`config.mk`:
```
export PLATFORM = sky130hd
export DESIGN_NAME = note_judge
export DESIGN_NICKNAME = d
export VERILOG_FILES = /design/src/rtl/note_judge_pkg.sv /design/src/rtl/note_judge_lane.sv /design/src/rtl/note_judge.sv
export SDC_FILE = /design/constraint.sdc
export NUM_CORES = 1
export LEC_CHECK = 0
export ABC_AREA = 1
export BUFFER_PORTS_ARGS = -buffer_cell sky130_fd_sc_hd__buf_2
export CORE_ASPECT_RATIO = 0.8
export CORE_MARGIN = 10
export CORE_UTILIZATION = 55
export DETAILED_ROUTE_END_ITERATION = 10
export GPL_TIMING_DRIVEN = 0
export PLACE_DENSITY = 0.8
export SETUP_SLACK_MARGIN = 0.15
export SYNTH_ARGS = -nofsm -noshare
export SYNTH_HDL_FRONTEND = slang
export SYNTH_SLANG_ARGS = --single-unit
```
`constraint.sdc`:
```
create_clock -name Clk -period 9.8 [get_ports Clk]
set_input_delay 1.47 -clock Clk [delete_from_list [all_inputs] [get_ports Clk]]
set_output_delay 1.47 -clock Clk [all_outputs]
set_load 0.03 [all_outputs]
```
`src/rtl/note_judge_pkg.sv`:
```
// Shared types and tuning constants for the rhythm-game note judge.
// Latency/backpressure: none, declarations only.
package note_judge_pkg;

  typedef enum logic [1:0] {
    NONE    = 2'd0,
    PERFECT = 2'd1,
    GOOD    = 2'd2,
    MISS    = 2'd3
  } judge_t;

  localparam int         NUM_LANES    = 4;
  localparam int         SCORE_W      = 16;
  localparam logic [9:0] HIT_Y        = 10'd388;
  localparam logic [9:0] PERFECT_WIN  = 10'd8;
  localparam logic [9:0] GOOD_WIN     = 10'd30;
  localparam logic [3:0] FLASH_FRAMES = 4'd15;
  localparam logic       GHOST_MISS   = 1'b1;

endpackage

```
`src/rtl/note_judge_lane.sv`:
```
// One lane: key press edge, strike-window classification and judgement flash hold.
// Event outputs are combinational during tick; code is registered. No backpressure.
module note_judge_lane
  import note_judge_pkg::*;
(
  input  logic       Clk,
  input  logic       Reset,
  input  logic       tick,
  input  logic       hit,
  input  logic       note_valid,
  input  logic [9:0] note_y,
  output judge_t     ev,
  output logic       take,
  output logic [1:0] pts,
  output judge_t     code
);

  logic        hit_prev;
  logic [3:0]  flash_cnt;
  logic        press;
  logic        escaped;
  logic [10:0] diff;
  logic [10:0] mag;

  always_comb begin
    diff    = {1'b0, note_y} - {1'b0, HIT_Y};
    mag     = diff[10] ? (~diff + 11'd1) : diff;
    escaped = {1'b0, note_y} > ({1'b0, HIT_Y} + {1'b0, GOOD_WIN});
    press   = tick & hit & ~hit_prev;
    ev      = NONE;
    take    = 1'b0;
    pts     = 2'd0;
    if (tick) begin
      if (note_valid && press && mag <= {1'b0, PERFECT_WIN}) begin
        ev = PERFECT; take = 1'b1; pts = 2'd2;
      end else if (note_valid && press && mag <= {1'b0, GOOD_WIN}) begin
        ev = GOOD; take = 1'b1; pts = 2'd1;
      end else if (note_valid && escaped) begin
        ev = MISS; take = 1'b1;
      end else if (press && GHOST_MISS) begin
        ev = MISS;
      end
    end
  end

  // Key history only advances on frame ticks so a press is judged once per frame.
  always_ff @(posedge Clk) begin
    if (Reset) begin
      hit_prev  <= 1'b1;
      flash_cnt <= 4'd0;
      code      <= NONE;
    end else if (tick) begin
      hit_prev <= hit;
      if (ev != NONE) begin
        code      <= ev;
        flash_cnt <= FLASH_FRAMES;
      end else if (flash_cnt != 4'd0) begin
        flash_cnt <= flash_cnt - 4'd1;
        if (flash_cnt == 4'd1) code <= NONE;
      end
    end
  end

endmodule

```
`src/rtl/note_judge.sv`:
```
// Per-frame note judging across four lanes with score/combo bookkeeping for the HUD.
// Results register one Clk after the internal tick; no backpressure.
module note_judge
  import note_judge_pkg::*;
(
  input  logic                          Clk,
  input  logic                          Reset,
  input  logic                          frame_clk,
  input  logic [NUM_LANES-1:0]          hit,
  input  logic [NUM_LANES-1:0]          note_valid,
  input  logic [NUM_LANES-1:0][9:0]     noteY,
  output logic [NUM_LANES-1:0]          consume,
  output judge_t [NUM_LANES-1:0]        judge_code,
  output logic [SCORE_W-1:0]            score,
  output logic [7:0]                    combo,
  output logic [7:0]                    max_combo
);

  logic                 frame_prev;
  logic                 tick;
  judge_t               lane_ev  [NUM_LANES];
  logic [1:0]           lane_pts [NUM_LANES];
  logic [NUM_LANES-1:0] lane_take;

  logic [3:0]           pts_sum;
  logic [2:0]           succ;
  logic                 any_miss;
  logic [2:0]           mult;
  logic [5:0]           add;
  logic [SCORE_W:0]     score_sum;
  logic [8:0]           combo_sum;
  logic [7:0]           combo_nx;

  for (genvar i = 0; i < NUM_LANES; i++) begin : g_lane
    note_judge_lane u_lane (
      .Clk        (Clk),
      .Reset      (Reset),
      .tick       (tick),
      .hit        (hit[i]),
      .note_valid (note_valid[i]),
      .note_y     (noteY[i]),
      .ev         (lane_ev[i]),
      .take       (lane_take[i]),
      .pts        (lane_pts[i]),
      .code       (judge_code[i])
    );
  end

  always_comb begin
    pts_sum  = 4'd0;
    succ     = 3'd0;
    any_miss = 1'b0;
    for (int i = 0; i < NUM_LANES; i++) begin
      pts_sum = pts_sum + {2'b00, lane_pts[i]};
      if (lane_ev[i] == PERFECT || lane_ev[i] == GOOD) succ = succ + 3'd1;
      if (lane_ev[i] == MISS) any_miss = 1'b1;
    end
    // Multiplier tier comes from the combo standing before this frame's results.
    if (combo < 8'd10)      mult = 3'd1;
    else if (combo < 8'd20) mult = 3'd2;
    else if (combo < 8'd30) mult = 3'd3;
    else                    mult = 3'd4;
    add       = {2'b00, pts_sum} * {3'b000, mult};
    score_sum = {1'b0, score} + {{(SCORE_W-5){1'b0}}, add};
    combo_sum = {1'b0, combo} + {6'b0, succ};
    if (any_miss)          combo_nx = 8'd0;
    else if (combo_sum[8]) combo_nx = 8'hFF;
    else                   combo_nx = combo_sum[7:0];
  end

  always_ff @(posedge Clk) begin
    if (Reset) begin
      frame_prev <= 1'b1;
      tick       <= 1'b0;
      consume    <= '0;
      score      <= '0;
      combo      <= 8'd0;
      max_combo  <= 8'd0;
    end else begin
      frame_prev <= frame_clk;
      tick       <= frame_clk & ~frame_prev;
      consume    <= tick ? lane_take : '0;
      if (tick) begin
        score     <= score_sum[SCORE_W] ? {SCORE_W{1'b1}} : score_sum[SCORE_W-1:0];
        combo     <= combo_nx;
        max_combo <= (combo_nx > max_combo) ? combo_nx : max_combo;
      end
    end
  end

endmodule

```
### Word level (Yosys, flattened, before mapping)

Cells that the tools add are included.

| storage, ports and cells | value |
|---|---|
| output and inout bits | 44 |
| register bits | 66 |
| word-level logic and storage cells | 218 |
| input bits | 51 |

| cells by class | value |
|---|---|
| bitwise operators | 19 |
| equality and inequality tests | 16 |
| mux-type cells | 82 |
| add/sub/neg operators | 20 |
| multiply operators | 1 |
| reduce and logical (&&, ||, !) cells | 46 |
| order comparisons | 16 |

Operators by type and width:

| operator | count |
|---|---|
| 2-bit 2-to-1 mux | 40 |
| 11-bit by 1-bit adder with 11-bit output (second input constant) | 4 |
| 11-bit by 4-bit <= comparator with 1-bit output (second input constant) | 4 |
| 11-bit by 5-bit <= comparator with 1-bit output (second input constant) | 4 |
| 11-bit 2-to-1 mux | 4 |
| 11-bit NOT | 4 |
| 10-bit by 9-bit subtractor with 11-bit output (second input constant) | 4 |
| 10-bit by 9-bit > comparator with 1-bit output (second input constant) | 4 |
| 4-bit 2-to-1 mux | 8 |
| 2-bit nonzero test | 12 |
| 1-bit 2-to-1 mux | 21 |
| 3-bit 2-to-1 mux | 6 |
| 16-bit by 6-bit adder with 17-bit output | 1 |
| 2-bit equality test (second input constant) | 8 |
| 4-bit by 1-bit equality test with 1-bit output (second input constant) | 4 |
| 1-bit logical AND | 16 |
| 8-bit by 5-bit less-than comparator with 1-bit output (second input constant) | 2 |
| 16-bit 2-to-1 mux | 1 |
| 8-bit 2-to-1 mux | 2 |
| 4-bit nonzero test | 4 |
| 4-bit by 1-bit subtractor with 4-bit output (second input constant) | 4 |
| 3-bit AND reduction | 4 |
| 2-bit AND reduction | 5 |
| 3-bit by 1-bit adder with 3-bit output (second input constant) | 3 |
| other kinds (12) | 31 |

### Longest topological paths before layout

Gate-level depths: netlist (run 1).

| logic depth | value |
|---|---|
| word-level depth | 23 |
| depth in mapped cells | 45 |
| depth with buffers taken out | 44 |

### Modules after synthesis

A second synthesis (run 1) with hierarchy kept.

| second synthesis, totals | value |
|---|---|
| cell total of the unflattened synthesis | 1165 |
| area, all modules | 7194.4 µm² |

By module, submodules not included:

| module | area each (µm²) | cells an instance | seq. area each (µm²) | times used |
|---|---|---|---|---|
| note_judge | 2970.3 | 436 | 760.7 | 1 |
| note_judge_lane (g_lane[0].u_lane ...) | 1052.3 | 176 | 140.1 | 2 |
| note_judge_lane (g_lane[2].u_lane) | 1064.8 | 189 | 140.1 | 1 |
| note_judge_lane (g_lane[3].u_lane) | 1054.8 | 188 | 140.1 | 1 |

### Least setup slack after synthesis (run 1)

OpenSTA, ideal clock, no wires.

| timing | value |
|---|---|
| kind | input port to flip-flop |
| start | input noteY[22] (netlist bit) |
| end | register score[13] |
| cell stages on the path | 34 |
| slack | 2.464 ns |
| data required time | 9.666 ns |
| path buffers | 1 |
| arrival | 7.202 ns |
| setup time | 0.134 ns |
| path through | inv_1 ha_1 nand3_2 a21oi_2 buf_4 nand3_2 nand2_1 nand2_1 nor2_1 nand3_1 or2_1 fa_1 fa_1 inv_1 ha_1 inv_1 fa_1 inv_1 nand2_1 fa_1 inv_1 ha_1 fa_1 xor2_1 ha_1 inv_1 o21ai_0 a21oi_1 nor2_1 o21ai_0 nor2_1 nand3b_1 xor2_1 a21oi_1 |

| on the way | value |
|---|---|
| longest elaborated chain between the ends | 14 |
| elaborated cells on any way between the ends | 16 |
| those cells by class | add/sub: 5; mul: 1; order compare: 2; mux: 5; bitwise: 1; reduce/logical: 2 |

Ends and longest elaborated chain:

| element | RTL line | text |
|---|---|---|
| from (decl) | note_judge.sv:11 | `input logic [NUM_LANES-1:0][9:0] noteY,` |
| 10-bit by 9-bit subtractor with 11-bit output * | note_judge_lane.sv:26 | `diff = {1'b0, note_y} - {1'b0, HIT_Y};` |
| 11-bit NOT | note_judge_lane.sv:27 | `mag = diff[10] ? (~diff + 11'd1) : diff;` |
| 11-bit by 1-bit adder with 11-bit output | note_judge_lane.sv:27 |  |
| 11-bit 2-to-1 mux * | note_judge_lane.sv:27 |  |
| 11-bit by 5-bit <= comparator with 1-bit output | note_judge_lane.sv:36 | `end else if (note_valid && press && mag <= {1'b0, GOOD_WIN}) begin` |
| 1-bit logical AND | note_judge_lane.sv:36 |  |
| 1-bit 2-to-1 mux | note_judge_lane.sv:36 |  |
| 2-bit 2-to-1 mux * | note_judge_lane.sv:34 | `if (note_valid && press && mag <= {1'b0, PERFECT_WIN}) begin` |
| 2-bit 2-to-1 mux * | note_judge_lane.sv:33 | `if (tick) begin` |
| 3-bit by 2-bit adder with 4-bit output * | note_judge.sv:54 | `pts_sum = pts_sum + {2'b00, lane_pts[i]};` |
| 4-bit by 2-bit adder with 4-bit output * | note_judge.sv:54 |  |
| 4-bit by 3-bit multiplier with 6-bit output * | note_judge.sv:63 | `add = {2'b00, pts_sum} * {3'b000, mult};` |
| 16-bit by 6-bit adder with 17-bit output * | note_judge.sv:64 | `score_sum = {1'b0, score} + {{(SCORE_W-5){1'b0}}, add};` |
| 16-bit 2-to-1 mux * | note_judge.sv:84 | `score <= score_sum[SCORE_W] ? {SCORE_W{1'b1}} : score_sum[SCORE_W-1:0];` |
| to (signal assigned) | note_judge.sv:84 |  |
| to (decl) | note_judge.sv:14 | `output logic [SCORE_W-1:0] score,` |

Every way passes the cells marked *; elsewhere a longest branch is shown, timed or not.
A chain may end at the register's enable or synchronous reset.

### Worst setup path after layout (run 1)

| timing | value |
|---|---|
| start | input noteY[22] (netlist bit) |
| end | register score[9] |

The elaborated chain is that of the path after synthesis.

==> results of run 1 <==
==> stage by stage <==
stage          hold WS, ns  setup slack, ns
2_1_floorplan        0.374             2.46
3_3_place_gp         0.377             1.67
5_1_grt              0.405             1.32
6_report             0.389             1.80
3_5_place_dp         0.384             1.59
4_1_cts              0.391             1.87
==> flip-flops by register name, summed over array words and instances (netlist names), 4 cells and up <==
name / cells
g_lane.u_lane.hit_prev: 4
score: 16
combo: 8
max_combo: 8
g_lane.u_lane.flash_cnt: 16
g_lane.u_lane.code: 8
consume: 4
==> layout by cell type (no fill, tap or decap), drive strengths merged <==
master	synthesis	layout
nor2	92	92
nand3	81	81
inv	194	194
nor3	11	11
o221a	2	2
o2111ai	2	2
clkinv	0	2
dfxtp	66	66
o311ai	1	1
a31oi	25	25
o31ai	2	2
nand3b	8	8
or2	10	10
o211ai	4	4
a21boi	1	1
clkbuf	11	25
buf	3	96
xor2	22	22
o21ai	71	71
nand2	232	232
a211oi	1	1
ha	65	65
xnor2	8	8
fa	9	9
nor4	2	2
a21oi	55	55
o22ai	1	1
nand4	14	14
or3	4	4
==> layout make-up <==
| cell class | count | share of cell area [%] |
|---|---|---|
| Tap cell | 148 | 2.51 |
| Clock inverter | 2 | 0.136 |
| Multi-Input combinational cell | 723 | 58.7 |
| Sequential cell | 66 | 17.9 |
| Timing Repair Buffer | 93 | 6.31 |
| Buffer | 14 | 0.815 |
| Clock buffer | 14 | 3.72 |
| Inverter | 194 | 9.88 |
==> logic make-up (layout without fill, tap and decap cells) <==
family	Yosys count	count (layout)	share of synthesized area, %
xor+xnor	30	30	4.08
buf+inv	208	317	12.2
fa+ha+maj	74	74	15.4
compound gates	165	165	15.3
flops	66	66	20.5
simple gates	454	454	32.4
==> power groups by stage <==
stage                     registers (mW)  clock network (mW)  logic (mW)
after CTS                          0.277               0.307       0.149
after detailed placement           0.283                   0       0.148
final                              0.277               0.304       0.149
after global routing               0.278               0.318       0.171
after floorplan                    0.288                   0       0.100
after global placement             0.283                   0       0.145
==> layer usage <==
metal | track usage [%] | vias to the layer above
li1 | - | 3422
met1 | 24.5 | 2909
met2 | 33.3 | 192
met3 | 4.43 | 22
met4 | 5.43 | 0
met5 | 0 | -
==> worst max-delay path by stage <==
stage	end	start	cells past startpoint
floorplan	score[13]$_SDFFE_PP0P_	noteY[22]	34
global placement	score[13]$_SDFFE_PP0P_	noteY[22]	35
detailed placement	score[13]$_SDFFE_PP0P_	noteY[22]	35
CTS	score[13]$_SDFFE_PP0P_	noteY[22]	35
global route	score[13]$_SDFFE_PP0P_	noteY[22]	37
finish	score[9]$_SDFFE_PP0P_	noteY[22]	39
==> worst max-delay path: cells and delay by family <==
kind,cells,cell delay [ns]
fa+ha+maj,9,3.44
simple gates,18,2.10
compound gates,3,0.44
buf+inv,9,0.84
==> impl_results.md, run 1 <==
* Outcome: finished clean
* DR pass1 iterations at 5
* Fillers at about 1000
* Leakage power summed over all cells at about 3.8 nW
* Fraction of power consumed by sequential logic at between 30% and 40%
* Die outline height at 117 um
* Class of the tightest hold or removal check: reg -> reg
* Most area-hungry cell type in the Yosys netlist: dfxtp_1
* Required time at the worst-slack endpoint at ~10 ns
* Post-route met1 wirelength at ~7500 um
* Switching Power at between 200 and 250 uW
* Final setup violation count at 0
* Count of clock tree sinks at 66
* Final cell area excluding filler cells at ~7400 um2
* Area occupied by multi-input gates at approximately 4300 um2
* Total grt overflow at 0
* Routability Congestion at slightly below 0.9
* Reg2Reg Capture Point: score[9]$_SDFFE_PP0P_
* Worst hold path stage count at 1
* Flop2flop setup slack at ~3.1 ns
* Area growth syn-to-layout at 14.5%
* First-pass GRT wire length at 27600 um
* Buffers on Ports at between 90 and 100
* Final period utilization at 81.7%
* Total met3 wirelength after detailed routing at ~1200 um
* DRC viols at 0
* Most instantiated cells after synthesis: nand2_1, inv_1, nor2_1
* Detailed-route wire length per cell at about 13 um
* Layout cells sized above 1 at 17.0%
* First-iteration detailed-routing DRC count at just under 400
* Number of standard cells in the final layout excluding fillers at approximately 1300
* Number of buffers on the longest clock path at 2
* Top routing layer in use: met4
* Slew at the pin closest to its max-slew limit at around 0.77 ns
* Wire length after detailed routing at approximately 16000 um
* Root buffer selected by CTS: clkbuf_16
* Detailed route wirelength on metal2 at about 7200 um
* Antenna violations before repair at 0
* Pins Over Slew Limit at 0
* Routed via count at around 6500
* Post-detailed-route count of antenna-violating nets at 0
* Pin count of the biggest net entering global routing at 11
* I/O pins at between 90 and 100
* Power after layout at 731 uW
* Overall Global Routing Usage at roughly 20%
* Proportion of synthesized chip area in sequential cells at 20.5%
* H-Tree Level Count at 3
* Final net count at ~1200
* TritonCTS buffer count at 9
* Fraction of power spent switching nets at around 30%
* Critical Path Max Stage Delay at 0.56 ns
* Worst Hold Launch: frame_prev$_SDFF_PP1_
* Via count normalized by instance count at roughly 5.2
* Clock insertion delay at the later pin of the skew report at about 0.32 ns
* Cell repeated most along the worst path: nand2_1
* Number of endpoints with negative hold slack in the final report at 0
* EDFF count, synth at 0
* Cell types with the largest area share after synthesis: dfxtp_1, nand2_1, ha_1
* Sum Neg Setup Slack at 0 ns
* Max-Slew Margin vs Limit at roughly half
* Number of distinct library cell variants in the gate-level netlist after synthesis at 47
* Initial core utilization at 56.1%
* YS warnings at 0
* Number of cells on the worst reg-to-reg path at 34
* Area after DPL at slightly above 7000 um2
* Clock slew at the register clock pins of the worst setup and hold paths at 0.05 ns
* Unrepaired setup endpoints after global routing: no
* Most used standard cell by instance count after synthesis: nand2_1
* Max rail drop VDD at between 0.09 and 0.1 mV
* Category of the most critical setup path: in -> reg
* Post-synth top area share at roughly a fifth
* Post-DP HPWL at between 10000 and 15000 um
* Power density over the cells at roughly 99 nW/um2
* Diodes inserted at 0
* Post-synthesis instance area at around 6400 um2
* Minimum clock period after layout at 8.00 ns
* Crit Reg-Reg Startpoint: tick$_SDFF_PP0_
* WHS Endpoint: tick$_SDFF_PP0_
* # Post-CTS Setup Buffers at 0
* Gates resized, CTS repair at 0
* Die span in x at between 100 and 150 um
* Post-placement cell count at 1238
* Standard cell core area at between 10000 and 15000 um2
* Total area of sequential cells at between 1000 and 1500 um2
* Via count of the first global-routing pass at roughly 6200
* Final standard cell utilization of the core at between 60% and 70%
* Average cell area after synthesis at 6.46 um2
* Max Fanout on Critical Path at 10
* Synthesized net count at between 1000 and 1500
* Setup crit start kind: primary input
* Worst path arrival time at slightly above 8 ns
* Clock Skews at ~0.0037 ns
* Floorplan die area at about 16000 um2
* Cell-internal power at about 520 uW
* TritonCTS clock tree: done
* Flip-flop cell with the highest count after synthesis: dfxtp_1
* Worst-path cell with the longest stage delay: fa_1
* Num rows at 35
* Clock power share at between 40% and 50%
* Number of synthesized register bits at between 60 and 70
* Setup crit end kind: register
* Synthesized netlist cell count at approximately 1000
* Cts-stage hold buffer count at 0
* Comb power frac at about a fifth
* Post-synth ARST share at 0%
* Peak Freq at about 120 MHz
* Max-capacitance violation count at 0
No activity file was read; power rests on OpenSTA's default activity.
==> run 2: changes to the inputs <==
--- a/config.mk
+++ b/config.mk
@@ -5,14 +5,14 @@
 export SDC_FILE = /design/constraint.sdc
 export NUM_CORES = 1
 export LEC_CHECK = 0
-export ABC_AREA = 1
+export ABC_AREA = 0
 export BUFFER_PORTS_ARGS = -buffer_cell sky130_fd_sc_hd__buf_2
 export CORE_ASPECT_RATIO = 0.8
 export CORE_MARGIN = 10
-export CORE_UTILIZATION = 55
+export CORE_UTILIZATION = 53
 export DETAILED_ROUTE_END_ITERATION = 10
 export GPL_TIMING_DRIVEN = 0
-export PLACE_DENSITY = 0.8
+export PLACE_DENSITY = 0.81
 export SETUP_SLACK_MARGIN = 0.15
 export SYNTH_ARGS = -nofsm -noshare
 export SYNTH_HDL_FRONTEND = slang
==> constraint.sdc (replaced) <==
create_clock -name Clk -period 6.9 [get_ports Clk]
set_input_delay 1.035 -clock Clk [delete_from_list [all_inputs] [get_ports Clk]]
set_output_delay 1.035 -clock Clk [all_outputs]
set_load 0.03 [all_outputs]
==> run 2 against run 1 <==
  * The flow now finishes with violations (negative setup slack)
  * Sequential share of layout area is 0.68 points lower
  * Global-route usage is 0.27 points higher
  * Final area is 4.0% higher
  * Total power is 44% higher
==> impl_results.md, run 2 <==
* Most instantiated cells after synthesis: inv_1, nor2_1, dfxtp_1
* Pins Over Slew Limit at 0
* Die outline height at around 120 um
* Leakage power summed over all cells at ~3.1 nW
* Layout cells sized above 1 at around 23%
* Cell types with the largest area share after synthesis: dfxtp_1, ha_1, inv_1
* Required time at the worst-slack endpoint at approximately 7.1 ns
* Category of the most critical setup path: in -> reg
* I/O pins at 95
* Setup crit start kind: primary input
* Cell repeated most along the worst path: fa_1
* DR pass1 iterations at 5
* First-iteration detailed-routing DRC count at between 300 and 400
* Clock Skews at about 0.0047 ns
* Synthesized netlist cell count at 780
* Number of buffers on the longest clock path at 2
* Number of synthesized register bits at 66
* Post-synth top area share at 21.3%
* Number of distinct library cell variants in the gate-level netlist after synthesis at 71
* EDFF count, synth at 0
* Final net count at slightly above 1000
* Via count of the first global-routing pass at ~5700
* Most used standard cell by instance count after synthesis: inv_1
* Unrepaired setup endpoints after global routing: yes
* Buffers on Ports at slightly above 80
* DRC viols at 0
* Number of standard cells in the final layout excluding fillers at roughly 1000
* Largest registers: g_lane.u_lane.flash_cnt: 16 flops, score: 16 flops
* Post-synthesis instance area at 6190 um2
* Number of endpoints with negative hold slack in the final report at 0
* Standard cell core area at 11500 um2
* Floorplan die area at ~16000 um2
* First-pass GRT wire length at 27600 um
* Num rows at 35
* Wire length after detailed routing at approximately 17000 um
* Clock insertion delay at the later pin of the skew report at 0.34 ns
* Post-DP HPWL at about 13000 um
* Minimum clock period after layout at between 7 and 8 ns
* Count of clock tree sinks at 66
* Clock slew at the register clock pins of the worst setup and hold paths at roughly 0.06 ns
* Total grt overflow at 0
* Max-capacitance violation count at 0
* Fillers at 985
* Most area-hungry cell type in the Yosys netlist: dfxtp_1
* YS warnings at 0
* Post-detailed-route count of antenna-violating nets at 0
* Power density over the cells at 137 nW/um2
* Post-placement cell count at between 1000 and 1500
* Max Fanout on Critical Path at 7
* Detailed-route wire length per cell at approximately 16 um
* Power after layout at between 1 and 1.5 mW
* Area growth syn-to-layout at 23.7%
* Average cell area after synthesis at between 7 and 8 um2
* Pin count of the biggest net entering global routing at 13
* Final worst slack at -0.545 ns
* Area occupied by multi-input gates at 4820 um2
* Flip-flop cell with the highest count after synthesis: dfxtp_1
* Synthesized net count at just over 900
* Peak Freq at 134 MHz
* Routability Congestion at approximately 0.88
* Final hold slack at around 0.40 ns
* Worst hold path stage count at 1
* Setup crit end kind: register
* Violations in the final reports: negative setup slack
* Number of cells on the worst reg-to-reg path at 26
* Sum Neg Setup Slack at -8.31 ns
* Worst path arrival time at 7.65 ns
* Via count normalized by instance count at between 5 and 6
* TritonCTS buffer count at 9
* Total area of sequential cells at ~1300 um2
* Slew at the pin closest to its max-slew limit at 0.892 ns
* Worst-path cell with the longest stage delay: fa_1
* Diodes inserted at 0
* Overall Global Routing Usage at between 10% and 20%
* Proportion of synthesized chip area in sequential cells at 21.3%
* Outcome: finished with violations
* TritonCTS clock tree: done
* Post-synth ARST share at 0%
* Cts-stage hold buffer count at 0
* Die span in x at between 100 and 150 um
* Final period utilization at 108%
* Routed via count at about 6100
* Class of the tightest hold or removal check: reg -> reg
* Max rail drop VDD at around 0.13 mV
* Worst setup timing slack at the placement stage at -1.21 ns
* Max-Slew Margin vs Limit at about two fifths
* Commonest non-fill, non-tap cells in the layout: buf_2, nor2_1, inv_1
* Critical Path Max Stage Delay at approximately 0.51 ns
* H-Tree Level Count at 3
* Root buffer selected by CTS: clkbuf_16
* Antenna violations before repair at 0
* Initial core utilization at a little over half
* Final setup violation count at 24
* Leading cell type in the layout, fill and taps excluded: buf_2
[run 2: changes by cell type after synthesis, sizes merged, moves of 23 or more]
| cell | previous run | this run |
|---|---|---|
| inv | 194 | 76 |
| nand3 | 81 | 18 |
| nand2 | 232 | 31 |
| o21ai | 71 | 18 |
| nand2b | 0 | 23 |
[run 2: metrics by stage]
step                instance area, um2  util [%]
floorplan                         6420         -
global placement                  7020      61.2
detailed placement                7020      61.2
CTS                               7570      66.0
global route                      7660      66.8
finish                            7660      66.8
[run 2: layout make-up]
type	instances	area share [%]
Buffer	31	2.19
Clock buffer	10	3.12
Clock inverter	6	0.849
Inverter	76	3.92
Multi-Input combinational cell	607	62.9
Sequential cell	66	17.2
Tap cell	148	2.42
Timing Repair Buffer	99	7.33
[run 2: critical path, delay by kind of cell]
family,cells,cell delay [ns]
xor gates and xnor gates,2,0.35
buffers and inverters,7,0.51
and+or+nand+nor,5,1.25
AOI/OAI and AO/OA,8,1.82
adders and majority gates,8,2.69
[run 2: kinds of logic after synthesis]
family | share of synthesized area [%]
flops | 21.3
xor+xnor | 4.38
buf+inv | 6.73
compound gates | 24.6
mux | 3.78
fa+ha+maj | 16.2
simple gates | 23.0
[run 2: what timing repair did]
action	in CTS	in global routing
buffers inserted	15	1
gates resized for setup	27	17
pin swaps	25	6
endpoints found under the setup margin	24	24
[run 2: metal layers]
metal,track usage (%),up-vias,wire length [um]
met3,4.59,17,1090
li1,-,3065,-
met1,27.6,2835,8140
met4,4.26,0,153
met5,0,-,0
met2,30.7,173,7220
[run 2: path summary, 6_finish.rpt]
path / from / to / slack, ns
min reg2reg: frame_prev$_SDFF_PP1_ / tick$_SDFF_PP0_ / 0.40
min: frame_prev$_SDFF_PP1_ / tick$_SDFF_PP0_ / 0.40
max: noteY[12] / score[6]$_SDFFE_PP0P_ / -0.54
max reg2reg: tick$_SDFF_PP0_ / score[6]$_SDFFE_PP0P_ / 0.41
[run 2: power by group]
| group | internal, mW | switching (mW) |
|---|---|---|
| Combinational | 0.0783 | 0.112 |
| Sequential | 0.384 | 0.00257 |
| Clock | 0.290 | 0.184 |
| Total | 0.753 | 0.299 |
==> run 3: changes to the inputs <==
==> constraint.sdc (replaced) <==
create_clock -name Clk -period 6.9 [get_ports Clk]
set_input_delay 1.035 -clock Clk [delete_from_list [all_inputs] [get_ports Clk]]
set_output_delay 1.035 -clock Clk [all_outputs]
set_load 0.05 [all_outputs]
==> run 3 against run 2 <==
  * The flow still finishes with violations (negative setup slack)
  * Highest routed layer unchanged
  * Clock-buffer cell count grew 2
  * Routed wire length grew 6.2%
  * Final cell count grew 1.4%
  * Die area is the same
  * Sequential power is essentially flat
  * Largest cell class unchanged
  * Via count grew 4.2%
==> impl_results.md, run 3 (synthesized netlist as in run 2, its figures left out) <==
* Class of the tightest hold or removal check: reg -> reg
* H-Tree Level Count at 3
* Slew at the pin closest to its max-slew limit at around 0.84 ns
* Standard cell core area at between 10000 and 15000 um2
* Initial core utilization at a little over half
* Clock insertion delay at the later pin of the skew report at about 0.34 ns
* Number of cells on the worst reg-to-reg path at 27
* Critical Path Max Stage Delay at roughly 0.54 ns
* Final hold slack at about 0.39 ns
* Crit Reg-Reg Startpoint: tick$_SDFF_PP0_
* First-pass GRT wire length at about 27000 um
* Via count of the first global-routing pass at 5591
* Max-capacitance violation count at 0
* Final net count at a little over 1000
* Violations in the final reports: negative setup slack
* Unrepaired setup endpoints after global routing: yes
* Sum Neg Setup Slack at -11.05 ns
* Area occupied by multi-input gates at around 5000 um2
* Overall Global Routing Usage at 19.4%
* Worst-path cell with the longest stage delay: fa_1
* TritonCTS clock tree: done
* DRC viols at 0
* WHS Endpoint: tick$_SDFF_PP0_
* Max Fanout on Critical Path at 5
* Final setup violation count at 24
* Die span in x at 141 um
* Max-Slew Margin vs Limit at 44.1%
* Routed via count at ~6300
* Layout cells sized above 1 at 26.1%
* Wire length after detailed routing at approximately 18000 um
* Outcome: finished with violations
* Final period utilization at 109%
* Number of endpoints with negative hold slack in the final report at 0
* Leading cell type in the layout, fill and taps excluded: buf_2
* Worst path arrival time at about 7.8 ns
* Commonest non-fill, non-tap cells in the layout: buf_2, nor2_1, inv_1
* Leakage power summed over all cells at 3.22 nW
* Buffers on Ports at between 80 and 90
* Minimum clock period after layout at between 7 and 8 ns
* Area growth syn-to-layout at 28.8%
* Count of clock tree sinks at 66
* Worst hold path stage count at 1
* Critical path buffer and inverter count at 12
* I/O pins at 95
* Largest registers: g_lane.u_lane.flash_cnt: 16 flops, score: 16 flops
* Floorplan die area at ~16000 um2
* Max rail drop VDD at approximately 0.12 mV
* Die outline height at between 100 and 150 um
* Power density over the cells at roughly 140 nW/um2
* Via count normalized by instance count at ~6
* Category of the most critical setup path: in -> reg
* Worst Hold Launch: frame_prev$_SDFF_PP1_
* Root buffer selected by CTS: clkbuf_16
* Post-DP HPWL at 12600 um
* First-iteration detailed-routing DRC count at roughly 360
* Clock slew at the register clock pins of the worst setup and hold paths at approximately 0.060 ns
* Fillers at roughly 880
* Setup crit end kind: register
* Pin count of the biggest net entering global routing at 12
* Cell family contributing the most delay on the critical path: adder cells
* Required time at the worst-slack endpoint at 7.10 ns
* Routability Congestion at 0.924
* TritonCTS buffer count at 9
* Detailed-route wire length per cell at roughly 17 um
* Clock Skews at 0.00503 ns
* Num rows at 35
* Total area of sequential cells at roughly 1300 um2
* Final worst slack at -0.652 ns
* Total grt overflow at 0
* Antenna violations before repair at 1
* Number of buffers on the longest clock path at 2
* Flop2flop setup slack at approximately 0.24 ns
* Reg2Reg Capture Point: score[14]$_SDFFE_PP0P_
* Setup crit start kind: primary input
* Peak Freq at 132 MHz
* DR pass1 iterations at 5
* Pins Over Slew Limit at 0
* Post-detailed-route count of antenna-violating nets at 0
## run 3: changes by cell type in the layout (fill, tap and decap cells not counted), moves of 3 or more
| cell | before | now |
|---|---|---|
| buf_4 | 14 | 26 |
| ha_1 | 57 | 51 |
| ha_4 | 5 | 10 |
| inv_2 | 4 | 8 |
| a21oi_4 | 3 | 6 |
| buf_6 | 4 | 7 |
| inv_1 | 70 | 67 |
## run 3: worst max path at each step
stage / start / end / slack (ns) / depth (start not counted)
6_report: noteY[12] / score[14]$_SDFFE_PP0P_ / -0.65 / 31
3_3_place_gp: noteY[12] / score[6]$_SDFFE_PP0P_ / -1.18 / 30
5_1_grt: noteY[13] / score[13]$_SDFFE_PP0P_ / -0.97 / 29
3_5_place_dp: noteY[12] / score[6]$_SDFFE_PP0P_ / -1.24 / 30
2_1_floorplan: noteY[12] / score[6]$_SDFFE_PP0P_ / -0.55 / 29
4_1_cts: noteY[12] / score[6]$_SDFFE_PP0P_ / -0.63 / 30
## run 3: area by class of cell
class / count / share of cell area (%)
multi-input combinational: 607 / 62.8
sequential: 66 / 16.6
timing repair buffer: 113 / 8.39
inverter: 76 / 3.73
clock buffer: 12 / 3.22
tap: 148 / 2.32
buffer: 31 / 2.06
clock inverter: 4 / 0.926
antenna: 1 / 0.0314
## run 3: repair_timing
| action | in CTS | in global routing |
|---|---|---|
| resized for setup | 23 | 55 |
| buffers inserted | 12 | 18 |
| setup endpoints to repair | 24 | 24 |
| hold buffers | 0 | 0 |
| pin swaps | 26 | 50 |
## run 3: where the power goes
| part | internal, mW | leakage (nW) | switching (mW) |
|---|---|---|---|
| clock | 0.336 | 0.163 | 0.174 |
| sequential | 0.385 | 0.533 | 0.00287 |
| combinational | 0.0815 | 2.52 | 0.120 |
| total | 0.802 | 3.22 | 0.297 |
## run 3: worst reg2reg max path, stage by stage, from the launching register on
cell      delay [ns]
dfxtp_1         0.47
nand4b_1        0.15
a41o_1          0.22
a311o_1         0.27
a2111o_1        0.37
buf_4           0.15
nor3_4          0.22
inv_2           0.10
fa_1            0.54
fa_1            0.42
inv_1           0.07
ha_2            0.16
inv_2           0.04
fa_1            0.47
or3_4           0.34
fa_1            0.52
inv_2           0.06
buf_4           0.13
fa_2            0.40
xor2_2          0.20
ha_4            0.29
inv_2           0.04
o21bai_2        0.17
a21oi_4         0.11
buf_4           0.15
buf_4           0.13
nor4_2          0.25
nor3_1          0.08
## run 3: metrics by stage
step                      std cells  power [mW]  cell area, um2  setup WS, ns  utilization (%)
final                          1058        1.10            7980        -0.652             69.5
after global routing           1058        1.14            7980        -0.972             69.5
after CTS                      1039        1.09            7550        -0.632             65.8
after detailed placement       1011       0.573            7020         -1.24             61.2
after global placement         1011       0.570            7020         -1.18             61.2
after floorplan                 780       0.523            6420        -0.547                -
## run 3: per-layer routing
metal	up-vias	track usage (%)	share of wire, %
met2	228	29.9	45
li1	3088	-	-
met1	3006	26.3	46
met5	-	0	0
met3	22	5.20	7.9
met4	0	4.95	1.2
